<file path="src/rtl/ctrl_estados_pkg.sv">
// Shared constants, mode view and next-state helper for the state-register controller.
package ctrl_estados_pkg;

  localparam int unsigned EA_W = 3;

  localparam logic DIR_CIMA  = 1'b1;
  localparam logic DIR_BAIXO = 1'b0;

  localparam logic [EA_W-1:0] EA_RESET   = '0;
  localparam logic            SYNC_RESET = 1'b1;

  // Operating mode, derived combinationally from pausa/auto_en.
  typedef enum logic [1:0] {
    PARADO,
    MANUAL,
    AUTO
  } modo_e;

  // One step up or down with wrap at max_ea; states above max_ea never occur after reset.
  function automatic logic [EA_W-1:0] proximo_estado(input logic [EA_W-1:0] ea,
                                                     input logic            dir,
                                                     input logic [EA_W-1:0] max_ea);
    logic [EA_W-1:0] nxt;
    nxt = ea;
    case (dir)
      DIR_CIMA:  nxt = (ea == max_ea) ? EA_RESET : ea + 1'b1;
      DIR_BAIXO: nxt = (ea == EA_RESET) ? max_ea : ea - 1'b1;
    endcase
    return nxt;
  endfunction

endpackage

</file>
<file path="src/rtl/ctrl_estados_if.sv">
// Control inputs and state outputs between the controller and its environment.
interface ctrl_estados_if;
  import ctrl_estados_pkg::*;

  logic btn_avanca;
  logic dir;
  logic auto_en;
  logic pausa;
  logic ea2;
  logic ea1;
  logic ea0;
  logic passo;

  // Environment side: drives the controls, observes the state.
  modport master (
    output btn_avanca, dir, auto_en, pausa,
    input  ea2, ea1, ea0, passo
  );

  // Controller side.
  modport slave (
    input  btn_avanca, dir, auto_en, pausa,
    output ea2, ea1, ea0, passo
  );

endinterface

</file>
<file path="src/rtl/sincroniza_borda.sv">
// Two-flop synchroniser plus rising-edge detector for the asynchronous advance button.
module sincroniza_borda
  import ctrl_estados_pkg::*;
(
  input  logic clk,
  input  logic rst_n,
  input  logic i_async,
  output logic o_borda
);

  logic r_s1;
  logic r_s2;
  logic r_prev;

  // Flops preset to 1 so a button held across reset release is not seen as a new press.
  always_ff @(posedge clk) begin
    if (!rst_n) begin
      r_s1   <= SYNC_RESET;
      r_s2   <= SYNC_RESET;
      r_prev <= SYNC_RESET;
    end else begin
      r_s1   <= i_async;
      r_s2   <= r_s1;
      r_prev <= r_s2;
    end
  end

  assign o_borda = r_s2 & ~r_prev;

endmodule

</file>
<file path="src/rtl/ctrl_estados.sv">
// Current-state register for the 7-segment decoder, stepped by button or auto timer.
module ctrl_estados
  import ctrl_estados_pkg::*;
#(
  parameter int unsigned TICK_DIV   = 4,
  parameter int unsigned MAX_ESTADO = 7
) (
  input  logic           clk,
  input  logic           rst_n,
  ctrl_estados_if.slave  bus
);

  localparam int unsigned     CNT_W   = $clog2(TICK_DIV);
  localparam logic [CNT_W-1:0] CNT_MAX = CNT_W'(TICK_DIV - 1);
  localparam logic [EA_W-1:0]  EA_MAX  = EA_W'(MAX_ESTADO);

  logic [CNT_W-1:0] r_cnt;
  logic [EA_W-1:0]  r_ea;
  logic             r_passo;

  logic  w_req_man;
  logic  w_req_auto;
  logic  w_step;
  modo_e w_modo;

  sincroniza_borda u_sincroniza_borda (
    .clk     (clk),
    .rst_n   (rst_n),
    .i_async (bus.btn_avanca),
    .o_borda (w_req_man)
  );

  // Mode view: pause dominates, otherwise auto_en selects auto vs manual.
  always_comb begin
    w_modo = MANUAL;
    if (bus.pausa) begin
      w_modo = PARADO;
    end else if (bus.auto_en) begin
      w_modo = AUTO;
    end
  end

  assign w_req_auto = (w_modo == AUTO) && (r_cnt == CNT_MAX);
  // Manual and auto requests merge into a single step; paused requests are dropped.
  assign w_step     = (w_req_man | w_req_auto) & ~bus.pausa;

  // Auto-step timer: clears when disabled, holds while paused, wraps on its request.
  always_ff @(posedge clk) begin
    if (!rst_n) begin
      r_cnt <= '0;
    end else if (!bus.auto_en) begin
      r_cnt <= '0;
    end else if (w_modo == AUTO) begin
      r_cnt <= w_req_auto ? '0 : r_cnt + 1'b1;
    end
  end

  // State register and step pulse; passo is aligned with the updated state.
  always_ff @(posedge clk) begin
    if (!rst_n) begin
      r_ea    <= EA_RESET;
      r_passo <= 1'b0;
    end else begin
      r_passo <= w_step;
      if (w_step) begin
        r_ea <= proximo_estado(r_ea, bus.dir, EA_MAX);
      end
    end
  end

  assign bus.ea2   = r_ea[2];
  assign bus.ea1   = r_ea[1];
  assign bus.ea0   = r_ea[0];
  assign bus.passo = r_passo;

  a_pausa_bloqueia: assert property (@(posedge clk) disable iff (!rst_n)
    (w_modo == PARADO) |=> !r_passo);

  a_ea_limite: assert property (@(posedge clk) disable iff (!rst_n) r_ea <= EA_MAX);

endmodule

</file>
<file path="src/flat_wrapper.sv">
// flat-port wrapper written by rule: the top's interface ports become plain ports
module ctrl_estados_flat import ctrl_estados_pkg::*;
#(
  parameter int unsigned TICK_DIV   = 4,
  parameter int unsigned MAX_ESTADO = 7
)
  (clk, rst_n, bus_btn_avanca, bus_dir, bus_auto_en, bus_pausa, bus_ea2, bus_ea1, bus_ea0, bus_passo);
  ctrl_estados_if bus_i ();
  input  logic clk;
  input  logic rst_n;
  input wire logic [$bits(bus_i.btn_avanca)-1:0] bus_btn_avanca;
  input wire logic [$bits(bus_i.dir)-1:0] bus_dir;
  input wire logic [$bits(bus_i.auto_en)-1:0] bus_auto_en;
  input wire logic [$bits(bus_i.pausa)-1:0] bus_pausa;
  output wire logic [$bits(bus_i.ea2)-1:0] bus_ea2;
  output wire logic [$bits(bus_i.ea1)-1:0] bus_ea1;
  output wire logic [$bits(bus_i.ea0)-1:0] bus_ea0;
  output wire logic [$bits(bus_i.passo)-1:0] bus_passo;
  assign bus_i.btn_avanca = bus_btn_avanca;
  assign bus_i.dir = bus_dir;
  assign bus_i.auto_en = bus_auto_en;
  assign bus_i.pausa = bus_pausa;
  assign bus_ea2 = bus_i.ea2;
  assign bus_ea1 = bus_i.ea1;
  assign bus_ea0 = bus_i.ea0;
  assign bus_passo = bus_i.passo;
  ctrl_estados #(.TICK_DIV(TICK_DIV), .MAX_ESTADO(MAX_ESTADO)) u_core (.clk(clk), .rst_n(rst_n), .bus(bus_i));
endmodule
</file>
<file path="config.mk">
export PLATFORM = sky130hd
export DESIGN_NAME = ctrl_estados_flat
export DESIGN_NICKNAME = d
export VERILOG_FILES = /design/src/rtl/ctrl_estados_pkg.sv /design/src/rtl/ctrl_estados_if.sv /design/src/rtl/sincroniza_borda.sv /design/src/rtl/ctrl_estados.sv /design/src/flat_wrapper.sv
export SDC_FILE = /design/constraint.sdc
export NUM_CORES = 1
export LEC_CHECK = 0
export BUFFER_PORTS_ARGS = -buffer_cell sky130_fd_sc_hd__buf_2
export CORE_AREA = 2 2 39 41
export DETAILED_ROUTE_END_ITERATION = 10
export DIE_AREA = 0 0 41 43
export GPL_TIMING_DRIVEN = 0
export PLACE_DENSITY = 0.61
export RECOVER_POWER = 50
export SYNTH_ARGS = -nofsm -noshare
export SYNTH_HDL_FRONTEND = slang
export SYNTH_SLANG_ARGS = --single-unit
</file>
<file path="constraint.sdc">
create_clock -name clk -period 1.6 [get_ports clk]
set_clock_uncertainty 0.1 [all_clocks]
set_input_delay 0.08 -clock clk [delete_from_list [all_inputs] [get_ports clk]]
set_output_delay 0.08 -clock clk [all_outputs]
set_load 0.05 [all_outputs]
</file>
==> out/qor.txt, run 1 <==
Part of the power in registers - 51.8%
Leakage - 0.253 nW
FP Rows - 14
Starting density of the core - 31.4%
Global-route wire length before repair - 1210 µm
Int Pwr - 349 µW
Max Clk Rate - 728 MHz
Die H - 43 µm
Slew Viols, Final - 0
Top cell type by total area after synthesis - dfxtp_1
Worst EP required - 1.63 ns
Core region area - 1380 µm²
R2R depth - 5
Setup ws final - 0.226 ns
Wire per inst - 9.45 µm
Final hold vios - 0
1st-iter DRT viols - 0
Clock latency on the worst-skew pair - 0.26 ns
Kind of critical path - reg -> reg
Max Cap Viol - 0
Die width - 41 µm
Largest net degree at the start of global routing - 11
Final period demand of the worst path - 1.37 ns
Worst Hold Launch - bus_pausa
Yosys synthesis warning count - 0
Register area share after synthesis - 41.5%
Nets - 74
Setup TNS - 0 ns
Routed WL - 737 µm
Initial antenna violation count - 0
Area of the mapped netlist - 434 µm²
Critical Path Start Type - flip-flop
Period utilisation layout - 85.9%
Run status - finished clean
Final ANT Viol Nets - 0
Area contributors post-synth - dfxtp_1, ha_1, mux2i_1, nand2_1, nand2b_1
Critical path peak fanout - 4
Die area - 1760 µm²
Comb power frac - 10.4%
Post-synth cell types - 20
Worst Hold Depth - 3
GRT Total Usage - 11.0%
Initial DRT Pass Iterations - 1
Final setup violation count - 0
Rel. slew slack - 60.9%
Top-area cell type share of the netlist area - 41.5%
Grt total ovfl - 0
Synth-to-layout area growth - 27.7%
Vias in the first global route - 313
RSZ-0062 raised after global routing - false
Placer Congestion - 0.689
Tot Pwr - 452 µW
DR vias - 360
Number of buffers added on ports - 9
Hold crit path type - in -> reg
Fillers - 153
Num CTS Buffers - 3
Setup Fix Bufs, Post-CTS - 0
Synthesis-stage register bit count - 9
Hpwl dp - 567 µm
NetSw - 103 µW
Clock sink count - 9
Pre-CTS setup slack - 0.214 ns
Crit Reg-Reg Startpoint - u_core.r_ea[0]$_SDFFE_PN0P_
Max H-tree Level - 1
Critical Path AT - 1.41 ns
DRC viols - 0
Clk network pwr share - 37.8%
Vias per cell - 4.62
Clk slew on worst S/H paths - 0.06 ns
Syn Nets - 57
Endpoint of the lowest-slack register-to-register path - u_core.r_ea[0]$_SDFFE_PN0P_
Sw Share - 22.9%
Synth Instances - 46
Ports - 10
Ratio of cells with drive above 1 in the final layout - 24.2%
Clock tree buffer depth - 2
Worst Hold Path EP - u_core.r_cnt[0]$_SDFFE_PN0N_
Pwr dens - 815 nW/µm²
Syn_area_per_cell - 9.44 µm²
CTS tree - built
Clock root cell - clkbuf_4
Worst Max-Slew Pin Slew - 0.589 ns
Ant. Diodes - 0
Setup crit end kind - flip-flop
Worst vdd ir - 0.000628 V
R2R Setup Slk - 0.23 ns
[cell type report]
type	instances	area [µm²]	share of cell area (%)
repair buffers	12	72.6	13.1
flip-flops and latches	9	183	33.0
multi-input cells	32	234	42.2
clock buffers	4	26.3	4.74
well taps	16	20.0	3.61
inverters	4	15.0	2.71
plain buffers	1	3.75	0.677
[flip-flops by register name (all words and copies together), names as in the netlist]
register,flops
u_core.bus.passo,1
u_core.u_sincroniza_borda.r_prev,1
u_core.r_cnt,2
u_core.u_sincroniza_borda.r_s1,1
u_core.u_sincroniza_borda.r_s2,1
u_core.r_ea,3
[stage by stage]
stage | area (µm²) | hold WS (ns) | std cells | utilization [%]
5_1_grt | 554 | 0.0575 | 78 | 40.1
3_5_place_dp | 502 | 0.163 | 71 | 36.3
4_1_cts | 558 | 0.0500 | 78 | 40.3
6_report | 554 | 0.0577 | 78 | 40.1
2_1_floorplan | 437 | 0.0532 | 46 | -
3_3_place_gp | 502 | 0.160 | 71 | 36.3
[worst max-delay path, cell delays in order (launching register included)]
cell	delay, ns
dfxtp_2	0.35
inv_1	0.06
ha_1	0.19
ha_1	0.17
a221oi_1	0.26
o22ai_1	0.12
[power by group through the flow]
stage	sequential (mW)	combinational [mW]	clock, mW
CTS	0.234	0.0485	0.178
finish	0.234	0.0468	0.171
floorplan	0.244	0.0225	0
detailed placement	0.239	0.0427	0
global placement	0.239	0.0419	0
global route	0.235	0.0526	0.193
[worst max path at each step]
stage | slack (ns) | from | end
6_report | 0.23 | u_core.r_ea[0]$_SDFFE_PN0P_ | u_core.r_ea[0]$_SDFFE_PN0P_
5_1_grt | 0.10 | u_core.r_ea[0]$_SDFFE_PN0P_ | u_core.r_ea[0]$_SDFFE_PN0P_
4_1_cts | 0.20 | u_core.r_ea[0]$_SDFFE_PN0P_ | u_core.r_ea[0]$_SDFFE_PN0P_
3_5_place_dp | 0.21 | u_core.r_ea[0]$_SDFFE_PN0P_ | u_core.r_ea[0]$_SDFFE_PN0P_
3_3_place_gp | 0.25 | u_core.r_ea[0]$_SDFFE_PN0P_ | u_core.r_ea[0]$_SDFFE_PN0P_
2_1_floorplan | 0.09 | u_core.r_ea[0]$_SDFFE_PN0P_ | u_core.r_ea[0]$_SDFFE_PN0P_
[synth_stat cells, drive strengths merged]
library cell and count:
nand2b 5, mux2i 3, buf 1, ha 5, dfxtp 9, o22ai 1, a221oi 1, and2 1
nand3 1, inv 4, o211ai 1, nor3 1, xnor2 1, nand2 7, nor2 2, a21o 1
a21oi 2
[cells by family after synthesis]
kind of cell / synth area share [%]
AO/OA/AOI/OAI: 10.1
AND/OR/NAND/NOR: 20.5
multiplexers: 6.92
flip-flops: 41.5
buffers and inverters: 4.61
adder cells (fa/ha/maj): 14.4
XOR/XNOR: 2.02
[per-layer routing]
layer	track usage [%]	share of wire (%)	vias up
met4	6.00	1.5	0
li1	-	-	187
met2	15.9	49	8
met5	0	0	-
met3	7.85	7.1	2
met1	11.0	42	163
[layout by cell type (no fill, tap or decap), types with 2 or more instances in the layout]
master | netlist | routed
nor2_1 | 2 | 2
dfxtp_2 | 0 | 2
clkbuf_4 | 0 | 3
nand2b_1 | 4 | 4
nand2_1 | 7 | 7
dfxtp_1 | 9 | 7
dlygate4sd3_1 | 0 | 3
ha_1 | 5 | 5
clkbuf_1 | 0 | 4
buf_2 | 1 | 7
mux2i_1 | 3 | 3
inv_1 | 3 | 3
[what timing repair did]
action / 4_1_cts / 5_1_grt
hold buffers: 3 / 0
hold endpoints to repair: 4 / 0
resized for setup: 0 / 0
endpoints found under the setup margin: 0 / 0
Power figures use the tool's default switching activity.
==> run 2, diff against run 1 <==
Settings changed: CELL_PAD_IN_SITES_DETAIL_PLACEMENT set to 1, CELL_PAD_IN_SITES_GLOBAL_PLACEMENT set to 2, CORE_AREA 2 2 39 41 to not set, CORE_MARGIN set to 2, CORE_UTILIZATION set to 29, DIE_AREA 0 0 41 43 to not set, PLACE_DENSITY 0.61 to 0.8.
==> out/qor.txt, run 2 (same netlist as run 1, synthesis figures left out) <==
Run status - finished clean
Clock root cell - clkbuf_4
R2R Setup Slk - 0.24 ns (about the same)
1st-iter DRT viols - 1 (+1)
Setup TNS - 0 ns (unchanged)
Max Cap Viol - 0 (unchanged)
Biggest regs - u_core.r_ea (3), u_core.r_cnt (2)
Grt total ovfl - 0 (unchanged)
Nets - 74 (unchanged)
Initial antenna violation count - 0 (unchanged)
R2R depth - 5 (unchanged)
Worst path max stage delay - 0.35 ns (about the same)
Levels on crit path - 5 (unchanged)
Clock latency on the worst-skew pair - 0.26 ns (about the same)
Clock tree buffer depth - 2 (unchanged)
Hold crit path type - in -> reg
Worst path bufs/invs - 1 (unchanged)
Final hold vios - 0 (unchanged)
Die area - 1820 µm² (+3.4%)
Setup Fix Bufs, Post-CTS - 0 (unchanged)
Pwr dens - 829 nW/µm² (+1.7%)
Crit path cell chain - inv_1, ha_1, ha_1, a221oi_1, o22ai_1
Num CTS Buffers - 3 (unchanged)
Critical path peak fanout - 4 (unchanged)
Worst EP required - 1.64 ns (about the same)
Worst path most repeated cell - ha_1
DR vias - 350 (-2.8%)
Max Clk Rate - 733 MHz (+0.80%)
Endpoint of the lowest-slack register-to-register path - u_core.r_ea[0]$_SDFFE_PN0P_
Kind of critical path - reg -> reg
Max H-tree Level - 1 (unchanged)
Ratio of cells with drive above 1 in the final layout - 25.8% (+1.6 points)
Leakage - 0.256 nW (+1.1%)
Global-route wire length before repair - 1480 µm (+22%)
DP Cell Count - 70 (-1.4%)
Critical Path AT - 1.40 ns (about the same)
RSZ-0062 raised after global routing - false
Setup crit end kind - flip-flop
Vias per cell - 4.55 (-1.5%)
Finished Layout Cells - 77 (-1.3%)
GRT Total Usage - 11.3% (+0.34 points)
Ports - 10 (unchanged)
Vias in the first global route - 341 (+8.9%)
Placer Congestion - 0.712 (+3.3%)
Clk slew on worst S/H paths - 0.07 ns (about the same)
Hpwl dp - 638 µm (+13%)
Critical Path Start Type - flip-flop
Initial DRT Pass Iterations - 2 (+1)
Slew Viols, Final - 0 (unchanged)
Fillers - 174 (+14%)
Rel. slew slack - 60.7% (-0.22 points)
Critical Path End - u_core.r_ea[0]$_SDFFE_PN0P_
Core region area - 1350 µm² (-2.4%)
Period utilisation layout - 85.2% (-0.68 points)
Final period demand of the worst path - 1.36 ns (-0.0109 ns)
# resized after CTS - 0 (unchanged)
Pre-CTS setup slack - 0.231 ns (+0.0172 ns)
FP Rows - 13 (-1)
Most flops, register - u_core.r_ea
CTS tree - built
Die width - 42.7 µm (+4.1%)
Worst setup startpoint - u_core.r_ea[0]$_SDFFE_PN0P_
Final setup violation count - 0 (unchanged)
Synth-to-layout area growth - 27.7% (unchanged)
Fin Hold WS - 0.0582 ns (+0.000443 ns)
Die H - 42.7 µm (-0.72%)
Routed WL - 843 µm (+14%)
Most frequent cells in the layout - nand2_1, buf_2, dfxtp_1
Wire per inst - 10.9 µm (+16%)
Clock sink count - 9 (unchanged)
Number of buffers added on ports - 9 (unchanged)
Max FFs per register - 3 (unchanged)
Starting density of the core - 32.2% (+0.79 points)
Critical-path top delay cell - dfxtp_2
Worst Max-Slew Pin Slew - 0.593 ns (+0.00337 ns)
Largest net degree at the start of global routing - 11 (unchanged)
Crit Reg-Reg Startpoint - u_core.r_ea[0]$_SDFFE_PN0P_
Tot Pwr - 459 µW (+1.7%)
Worst vdd ir - 0.000387 V (-38%)
Ant. Diodes - 0 (unchanged)
Crit-path leading delay family - adder cells
Final ANT Viol Nets - 0 (unchanged)
Setup ws final - 0.237 ns (+0.0109 ns)
DRC viols - 0 (unchanged)
[run 2: cell types whose count changed in the layout (fill, tap and decap cells not counted), sizes merged]
cell    change
clkinv      +1
clkbuf      -1
[run 2: worst min-delay path by stage]
stage / slack (ns) / end / startpoint / depth (start not counted)
after global routing: 0.08 / u_core.r_cnt[1]$_SDFFE_PN0N_ / bus_pausa / 3
after floorplan: 0.05 / u_core.u_sincroniza_borda.r_prev$_SDFF_PN1_ / rst_n / 1
final: 0.06 / u_core.r_cnt[1]$_SDFFE_PN0N_ / bus_pausa / 3
after global placement: 0.16 / u_core.u_sincroniza_borda.r_prev$_SDFF_PN1_ / rst_n / 2
after CTS: 0.06 / u_core.r_cnt[1]$_SDFFE_PN0N_ / bus_pausa / 3
after detailed placement: 0.17 / u_core.u_sincroniza_borda.r_s1$_SDFF_PN1_ / bus_btn_avanca / 2
[run 2: area by class of cell]
class | instances | area [µm²] | share of cell area [%]
clock buffers | 3 | 22.5 | 4.06
clock inverters | 1 | 5.00 | 0.903
plain buffers | 1 | 3.75 | 0.677
well taps | 15 | 18.8 | 3.39
inverters | 4 | 15.0 | 2.71
repair buffers | 12 | 72.6 | 13.1
flip-flops and latches | 9 | 183 | 33.0
multi-input cells | 32 | 234 | 42.2
[run 2: what timing repair did]
item,4_1_cts,5_1_grt
endpoints found under the hold margin,4,0
hold buffers,3,0
setup endpoints to repair,0,0
[run 2: power by group]
part,switching [mW],internal (mW)
clock network,0.0853,0.0923
logic,0.0255,0.0226
registers,0.00366,0.230
[run 2: worst register-to-register path: cells and delay by family (launching register included)]
| kind | cells | cell delay (ns) |
|---|---|---|
| fa+ha+maj | 2 | 0.37 |
| flops | 1 | 0.35 |
| buf+inv | 1 | 0.06 |
| compound gates | 2 | 0.35 |
[run 2: metal layers]
layer / GRT usage, % / vias to the layer above / share of wire, %
met1: 13.0 / 157 / 46
met5: 0 / - / 0
met2: 17.3 / 9 / 47
met4: 3.75 / 0 / 0
li1: - / 184 / -
met3: 6.81 / 0 / 6.2
[run 2: through the flow]
stage          cell area, µm²  util [%]
2_1_floorplan             437         -
5_1_grt                   554      41.1
4_1_cts                   558      41.3
3_3_place_gp              500      37.1
6_report                  554      41.1
3_5_place_dp              500      37.1
